$ cat src/rtl/hsv_decoder_pipe.sv
// ============================================================================
// Module   : hsv_decoder_pipe
// Brief    : RGB565/RGB888 to HSV front-end decoder, 2-stage valid/ready pipe.
//            Optional output-handshake statistics under HSV_DEC_STATS_EN.
// Revision : 1.0 - initial release
// ============================================================================
`default_nettype none

module hsv_decoder_pipe #(
    parameter int COMP_W = 8
) (
    input  logic              i_clk,
    input  logic              i_rst,
    input  logic [23:0]       i_data,
    input  logic              i_fmt,
    input  logic              i_valid,
    output logic              o_ready,
    output logic [COMP_W-1:0] o_value,
    output logic [COMP_W:0]   o_dividend,
    output logic [COMP_W:0]   o_delta,
    output logic [1:0]        o_function,
    output logic              o_gray,
    output logic              o_valid,
    input  logic              i_ready
`ifdef HSV_DEC_STATS_EN
    ,
    input  logic              i_clr_stats,
    output logic [31:0]       o_pix_cnt,
    output logic [31:0]       o_gray_cnt
`endif
);

    localparam int c_PAD8 = COMP_W - 8;
    localparam int c_PAD6 = COMP_W - 6;
    localparam int c_PAD5 = COMP_W - 5;

    logic [COMP_W-1:0] w_r, w_g, w_b;
    logic              w_in_xfer, w_s2_adv;

    logic [COMP_W-1:0] r_s1_r, r_s1_g, r_s1_b;
    logic              r_s1_r_ge_g, r_s1_r_ge_b, r_s1_g_ge_b;
    logic              r_s1_full;

    logic [COMP_W-1:0] w_max, w_min;
    logic [COMP_W:0]   w_div, w_delta;
    logic [1:0]        w_func;
    logic [COMP_W:0]   w_re, w_ge, w_be;

    // Left-justify each channel, zero-padding the LSBs
    always_comb begin
        if (i_fmt) begin
            w_r = COMP_W'(i_data[23:16]) << c_PAD8;
            w_g = COMP_W'(i_data[15:8])  << c_PAD8;
            w_b = COMP_W'(i_data[7:0])   << c_PAD8;
        end else begin
            w_r = COMP_W'(i_data[15:11]) << c_PAD5;
            w_g = COMP_W'(i_data[10:5])  << c_PAD6;
            w_b = COMP_W'(i_data[4:0])   << c_PAD5;
        end
    end

    assign w_s2_adv  = !o_valid | i_ready;
    assign o_ready   = !r_s1_full | w_s2_adv;
    assign w_in_xfer = i_valid & o_ready;

    always_ff @(posedge i_clk or posedge i_rst) begin
        if (i_rst) begin
            r_s1_r      <= '0;
            r_s1_g      <= '0;
            r_s1_b      <= '0;
            r_s1_r_ge_g <= 1'b0;
            r_s1_r_ge_b <= 1'b0;
            r_s1_g_ge_b <= 1'b0;
            r_s1_full   <= 1'b0;
        end else begin
            r_s1_full <= w_in_xfer | (r_s1_full & !w_s2_adv);
            if (w_in_xfer) begin
                r_s1_r      <= w_r;
                r_s1_g      <= w_g;
                r_s1_b      <= w_b;
                r_s1_r_ge_g <= (w_r >= w_g);
                r_s1_r_ge_b <= (w_r >= w_b);
                r_s1_g_ge_b <= (w_g >= w_b);
            end
        end
    end

    assign w_re = {1'b0, r_s1_r};
    assign w_ge = {1'b0, r_s1_g};
    assign w_be = {1'b0, r_s1_b};

    // Tie priority R over G over B falls out of the >= comparisons
    always_comb begin
        w_max  = r_s1_b;
        w_min  = r_s1_r_ge_g ? r_s1_g : r_s1_r;
        w_func = 2'd3;
        w_div  = w_re - w_ge;
        if (r_s1_r_ge_g && r_s1_r_ge_b) begin
            w_max  = r_s1_r;
            w_min  = r_s1_g_ge_b ? r_s1_b : r_s1_g;
            w_func = 2'd1;
            w_div  = w_ge - w_be;
        end else if (r_s1_g_ge_b) begin
            w_max  = r_s1_g;
            w_min  = r_s1_r_ge_b ? r_s1_b : r_s1_r;
            w_func = 2'd2;
            w_div  = w_be - w_re;
        end
    end

    assign w_delta = {1'b0, w_max} - {1'b0, w_min};

    always_ff @(posedge i_clk or posedge i_rst) begin
        if (i_rst) begin
            o_valid    <= 1'b0;
            o_value    <= '0;
            o_dividend <= '0;
            o_delta    <= '0;
            o_function <= 2'd0;
            o_gray     <= 1'b0;
        end else if (w_s2_adv) begin
            o_valid <= r_s1_full;
            if (r_s1_full) begin
                o_value    <= w_max;
                o_dividend <= w_div;
                o_delta    <= w_delta;
                o_function <= w_func;
                o_gray     <= (w_delta == '0);
            end
        end
    end

`ifdef HSV_DEC_STATS_EN
    logic        w_out_xfer;
    logic [31:0] r_pix_cnt, r_gray_cnt;

    assign w_out_xfer = o_valid & i_ready;

    // Clear takes priority over a coincident handshake
    always_ff @(posedge i_clk or posedge i_rst) begin
        if (i_rst) begin
            r_pix_cnt  <= 32'd0;
            r_gray_cnt <= 32'd0;
        end else if (i_clr_stats) begin
            r_pix_cnt  <= 32'd0;
            r_gray_cnt <= 32'd0;
        end else if (w_out_xfer) begin
            r_pix_cnt <= r_pix_cnt + 32'd1;
            if (o_gray) begin
                r_gray_cnt <= r_gray_cnt + 32'd1;
            end
        end
    end

    assign o_pix_cnt  = r_pix_cnt;
    assign o_gray_cnt = r_gray_cnt;
`endif

endmodule

`default_nettype wire

$ cat config.mk
export PLATFORM = sky130hd
export DESIGN_NAME = hsv_decoder_pipe
export DESIGN_NICKNAME = d
export VERILOG_FILES = /design/src/rtl/hsv_decoder_pipe.sv
export SDC_FILE = /design/constraint.sdc
export NUM_CORES = 1
export LEC_CHECK = 0
export ABC_CLOCK_PERIOD_IN_PS = 6470
export CAP_MARGIN = 20
export CORE_MARGIN = 3
export CORE_UTILIZATION = 25
export CTS_CLUSTER_SIZE = 28
export DETAILED_ROUTE_END_ITERATION = 8
export GPL_ROUTABILITY_DRIVEN = 0
export PLACE_DENSITY = 0.49
export SLEW_MARGIN = 0
export SYNTH_ARGS = -nofsm -noshare
export SYNTH_HDL_FRONTEND = slang
export SYNTH_SLANG_ARGS = --single-unit
$ cat constraint.sdc
create_clock -name i_clk -period 6.47 [get_ports i_clk]
set_input_delay 1.294 -clock i_clk [delete_from_list [all_inputs] [get_ports i_clk]]
set_output_delay 1.294 -clock i_clk [all_outputs]
set_load 0.02 [all_outputs]
==> out/qor.yml, run 1 <==
status: "finished, final reports clean"
rows: 50
cts_root_buf: "clkbuf_16"
cellLeakagePower_nw: 2.72
met3_length_um: 563
synth_edf_count: 0
relSlewSlack: 0.477
min_period_ns: 3.85
synth.cell_area_um2: 4840
ys_seq_elements: 58
crit_chain: "clkdlybuf4s50_1 > nand3b_1 > clkdlybuf4s50_1"
arrival_ns: 2.55
slowest_delay_ns: 0.63
clock_sinks: 58
timing.rr.end: "o_gray$_DFFE_PP0P_"
vias: 4067
cts_tree: "yes"
min_to: "o_value[6]$_DFFE_PP0P_"
period_share: 0.595
max_clock_freq_mhz: 260
clk_pin_slew_ns: 0.06
synth_fp_nets: 672
slew_viol_final: 0
routed_wl_um: 13100
hold_violations: 0
grt_pass1_vias: 4166
vias_per_cell: 4.55
crit_path_top_delay_cell: "clkdlybuf4s50_1"
top_layer_used: "met4"
antenna_found_initial: 0
yosysSeqAreaShare: 0.300
syn_inst: 585
antenna_cells: 0
clockBufferDepth: 2
clock_latency_ns: 0.33
grt_pass1_wl_um: 22300
drc_errors: 0
hold_depth: 2
critical_path_cell_count: 3
die_y_um: 145
met1_length_um: 7020
r2r_start: "r_s1_r_ge_b$_DFFE_PP0P_"
syn_area_per_cell_um2: 8.27
cp-start-kind: "input port"
synthArstFlopShare: 1.00
grt_overflow: 0
fp.coreArea_um2: 18800
ant_nets: 0
io_pins: 60
worstRegToRegCells: 13
die_w_um: 145
synth_ff_type: "dfrtp_1"
post_drt_wl_per_cell_um: 14.6
crit_type: "input port to output port"
min_from: "o_value[6]$_DFFE_PP0P_"
critPathMostFrequentCell: "clkdlybuf4s50_1"
cp_num_buf_inv: 2
cp.required_ns: 5.18
path_delay_family: "buffers and inverters"
firstDrtPassIters: 4
ctsResizeCount: 0
post_cts_buffers: 0
numPortBuffers: 59
die_area_um2: 21100
htree_levels: 3
final_core_util: 0.316
finalSetupTns_ns: 0
yosys_warnings: 0
post-place-ws_ns: 2.31
cap_violations: 0
worstSetupEndpointType: "output port"
tightest_slew_ns: 0.785
p_per_area_nw_per_um2: 356
cts_inserted_buffers: 9
fin_skew_ns: 0.00821
ir_drop_uv: 85.2
reg2reg_slack_ns: 2.68
grt_use_total: 0.130
area_growth_pct: 23.0
path_max_fanout: 4
drt_first_iter_violations: 328
start_util: 0.257
setup_viol: 0
synth_cell_type_count: 57
dpl.hpwl_um: 10100
fillers: 2004
layout_setup_ws_ns: 2.62
nets: 716
rsz0062_at_grt: "no"
wl_met2_um: 5280
min_path_type: "register to register"
drive_above_1_share: 0.0552
ctsHoldBuffers: 0
grt_max_degree: 59
[worst max path at each step]
stage | start | to | slack [ns]
after global placement | i_fmt | r_s1_r_ge_g$_DFFE_PP0P_ | 2.36
final | i_ready | o_ready | 2.62
after CTS | i_ready | o_ready | 2.61
after floorplan | i_fmt | r_s1_r_ge_g$_DFFE_PP0P_ | 2.73
after global routing | r_s1_r_ge_b$_DFFE_PP0P_ | o_gray$_DFFE_PP0P_ | 2.33
after detailed placement | i_fmt | r_s1_r_ge_g$_DFFE_PP0P_ | 2.31
[state kept, by name, summed over array words and instances, names as in the netlist, 2 cells and up]
register / cells
o_delta: 9
o_dividend: 9
o_function: 2
o_value: 8
r_s1_b: 8
r_s1_g: 8
r_s1_r: 8
[cell usage in the layout (no fill, tap or decap), types with 3 or more instances in the layout]
cell type,instances
fa_1,4
nand3_1,4
o21ai_0,59
or3_1,3
xnor2_1,14
nor3_1,8
clkbuf_16,9
ha_1,54
nor2b_1,8
o211ai_1,5
inv_2,3
dfrtp_1,58
a21oi_1,28
a211oi_1,4
o21a_1,4
nand2_1,93
o21ai_1,14
a21boi_1,4
inv_1,48
clkinv_2,3
mux2i_1,25
a31oi_1,4
xor2_1,7
nand3b_1,5
and2_1,8
nor2_1,25
a21o_1,17
nand2b_1,10
clkdlybuf4s50_1,59
buf_4,6
mux2_2,7
[Yosys cell counts, types with 2 or more instances]
cell       instances  area [um2]
inv_2              2        7.51
o21ai_0           59         295
nand3b_1           5        37.5
a21o_1            17         128
buf_1              2        7.51
nor2_1            25        93.8
a2111oi_0          2        17.5
a31oi_1            4        25.0
a211o_1            2        17.5
buf_2              6        30.0
buf_6              2        22.5
o31ai_1            2        15.0
fa_1               4        80.1
a21boi_0           2        15.0
a21boi_1           4        30.0
xor2_1             7        61.3
nand3_1            4        20.0
nor2b_1            8        50.1
o21a_1             4        30.0
xnor2_1           14         123
clkbuf_1          19        71.3
buf_4              3        22.5
o211ai_1           5        37.5
and2_1             8        50.1
mux2i_1           25         250
a211oi_1           4        30.0
dfrtp_1           58        1450
nand2_1           93         349
o21ai_1           14        70.1
nand2b_1          10        62.6
or3_1              3        18.8
o22ai_1            2        12.5
a21oi_1           28         140
nor3_1             8        40.0
mux2_2             7        78.8
inv_1             49         184
ha_1              54         676
[per-layer routing]
metal,track usage,vias to the layer above
li1,-,2106
met1,0.197,1866
met2,0.183,84
met3,0.0231,11
met4,0.0451,0
met5,0,-
[final cells by class]
| type | count | area, um2 | share of cell area |
|---|---|---|---|
| Multi-Input combinational cell | 444 | 3040 | 0.511 |
| Timing Repair Buffer | 65 | 636 | 0.107 |
| Inverter | 51 | 191 | 0.0322 |
| Sequential cell | 58 | 1450 | 0.244 |
| Clock buffer | 11 | 253 | 0.0425 |
| Tap cell | 260 | 325 | 0.0547 |
| Clock inverter | 5 | 52.6 | 0.00883 |
[tightest hold or removal path, stage by stage, from the launching register on]
cell and delay [ns]:
dfrtp_1 0.34, nand2_1 0.05, nand2_1 0.05
[power by group]
group / internal, W / switching [W] / total (W)
logic: 0.000475 / 0.000582 / 0.00106
clock network: 0.000316 / 0.000170 / 0.000486
registers: 0.000464 / 0.000110 / 0.000574
total: 0.00126 / 0.000862 / 0.00212
[logic make-up after synthesis]
family | count (synthesis) | share of synthesized area
buf+inv | 83 | 0.0714
flops | 58 | 0.300
fa+ha+maj | 58 | 0.156
compound gates | 161 | 0.203
xor+xnor | 21 | 0.0380
mux | 32 | 0.0680
simple gates | 172 | 0.163
[stage by stage]
stage	total power [W]	instances	area, um2	hold slack [ns]
6_report	0.00212	894	5950	0.476
5_1_grt	0.00230	894	5950	0.505
4_1_cts	0.00215	894	5950	0.481
3_5_place_dp	0.00165	878	5650	0.467
3_3_place_gp	0.00163	878	5650	0.464
2_1_floorplan	0.00128	585	4840	0.471
Power figures use the tool's default switching activity.
==> run 2, diff against run 1 <==
Settings changed: ABC_CLOCK_PERIOD_IN_PS 6470 to 3400, PLACE_DENSITY 0.49 to 0.51.
Clock period 6.47 ns to 3.4 ns, I/O delays scaled along.
==> out/qor.yml, run 2 (synthesized netlist as in run 1, its figures left out) <==
layout_setup_ws_ns: 0.208
hold_violations: 0
grt_use_total: 0.125
rows: 50
timing.rr.end: "o_gray$_DFFE_PP0P_"
endpoint: "o_gray$_DFFE_PP0P_"
finalSetupTns_ns: 0
power_w: 0.00400
worstRegToRegCells: 13
cp.required_ns: 3.64
gr-usage-met3: 0.0334
clock_sinks: 58
io_pins: 60
r2r_start: "r_s1_r_ge_g$_DFFE_PP0P_"
switchingPower_w: 0.00161
htree_levels: 3
min_period_ns: 3.19
ant_nets: 0
p_clk_frac: 0.217
cts_root_buf: "clkbuf_16"
crit_path_start: "r_s1_r_ge_g$_DFFE_PP0P_"
period_share: 0.939
antenna_found_initial: 0
dpl.hpwl_um: 10400
crit_path_top_delay_cell: "or4_4"
seq_power_share: 0.264
grt_overflow: 0
status: "finished, final reports clean"
cts_tree: "yes"
top_usage_layer: "met1"
start_util: 0.257
cellLeakagePower_nw: 2.82
ctsHoldBuffers: 0
setup_viol: 0
numPortBuffers: 59
slowest_delay_ns: 0.52
area_growth_pct: 26.0
nets: 737
relSlewSlack: 0.602
slew_viol_final: 0
grtUsageMet2: 0.174
path_max_fanout: 6
critPathMostFrequentCell: "o21ai_0"
vias: 4052
cp-start-kind: "register"
power_frac_comb: 0.519
top_regs: "o_delta x9, o_dividend x9"
min_path_type: "register to register"
die_y_um: 145
swShare: 0.403
max_clock_freq_mhz: 313
cts_inserted_buffers: 9
fin_skew_ns: 0.00691
drive_above_1_share: 0.0856
ir_drop_uv: 216
drt_first_iter_violations: 217
clock_latency_ns: 0.34
worstSetupEndpointType: "register"
die_w_um: 145
post_drt_wl_per_cell_um: 13.9
routed_wl_um: 12700
firstDrtPassIters: 4
clockBufferDepth: 2
cap_violations: 0
crit_type: "register to register"
post_cts_buffers: 0
vias_per_cell: 4.43
grt_pass1_wl_um: 21500
antenna_cells: 0
grt_max_degree: 34
p_per_area_nw_per_um2: 656
crit_chain: "buf_4 > nand2_1 > o21ai_0 > o21ai_0 > inv_1 > fa_1 > nor2b_1 > o32ai_1 > a211oi_1 > a21oi_1 > xor2_1 > or4_4 > o41ai_2"
fp.coreArea_um2: 18800
grt_pass1_vias: 4066
tightest_slew_ns: 0.596
clk_pin_slew_ns: 0.05
post-place-ws_ns: 0.0503
final_cell_mix: "nand2_1, o21ai_0, clkdlybuf4s50_1, dfrtp_1, ha_1"
final_common_cell: "nand2_1"
p_int_w: 0.00239
drc_errors: 0
ctsResizeCount: 0
die_area_um2: 21100
arrival_ns: 3.43
reg2reg_slack_ns: 0.21
rsz0062_at_grt: "no"
grt.met1_usage: 0.189
-- run 2: area by class of cell --
cell class | count | area, um2
tap | 260 | 325
fill | 2005 | 12700
multi-input combinational | 444 | 3040
inverter | 51 | 191
clock inverter | 2 | 10.0
timing repair buffer | 86 | 793
clock buffer | 13 | 280
sequential | 58 | 1450
-- run 2: power by group through the flow --
stage	combinational [W]	clock [W]	sequential [W]
floorplan	0.00126	0	0.00118
global placement	0.00209	0	0.00107
detailed placement	0.00210	0	0.00107
CTS	0.00210	0.000892	0.00106
global route	0.00231	0.000923	0.00109
finish	0.00208	0.000870	0.00105
-- run 2: worst min-delay path by stage --
stage               slack (ns)  cells past startpoint                    from                     end
floorplan                 0.47                      1     r_s1_full$_DFF_PP0_     o_valid$_DFFE_PP0P_
global placement          0.47                      2  o_value[2]$_DFFE_PP0P_  o_value[2]$_DFFE_PP0P_
detailed placement        0.47                      2  o_delta[4]$_DFFE_PP0P_  o_delta[4]$_DFFE_PP0P_
CTS                       0.48                      2  o_delta[4]$_DFFE_PP0P_  o_delta[4]$_DFFE_PP0P_
global route              0.51                      2  o_value[6]$_DFFE_PP0P_  o_value[6]$_DFFE_PP0P_
finish                    0.47                      2  o_delta[4]$_DFFE_PP0P_  o_delta[4]$_DFFE_PP0P_
-- run 2: through the flow --
step                hold slack [ns]  cells  area (um2)  utilization
global placement              0.466    899        5800        0.308
finish                        0.474    914        6090        0.324
CTS                           0.480    914        6090        0.324
floorplan                     0.471    585        4840            -
detailed placement            0.467    899        5800        0.308
global route                  0.508    914        6090        0.324
-- run 2: layer usage --
metal	vias up	wire, um
met1	1816	6880
met3	9	606
met4	0	134
met2	75	5040
met5	-	0
li1	2152	-
-- run 2: worst max-delay path: cells and delay by family (launching register included) --
kind            cells  cell delay (ns)
compound gates      6             1.02
fa+ha+maj           1             0.44
buf+inv             2             0.27
xor+xnor            1             0.21
flops               1             0.41
simple gates        3             0.74
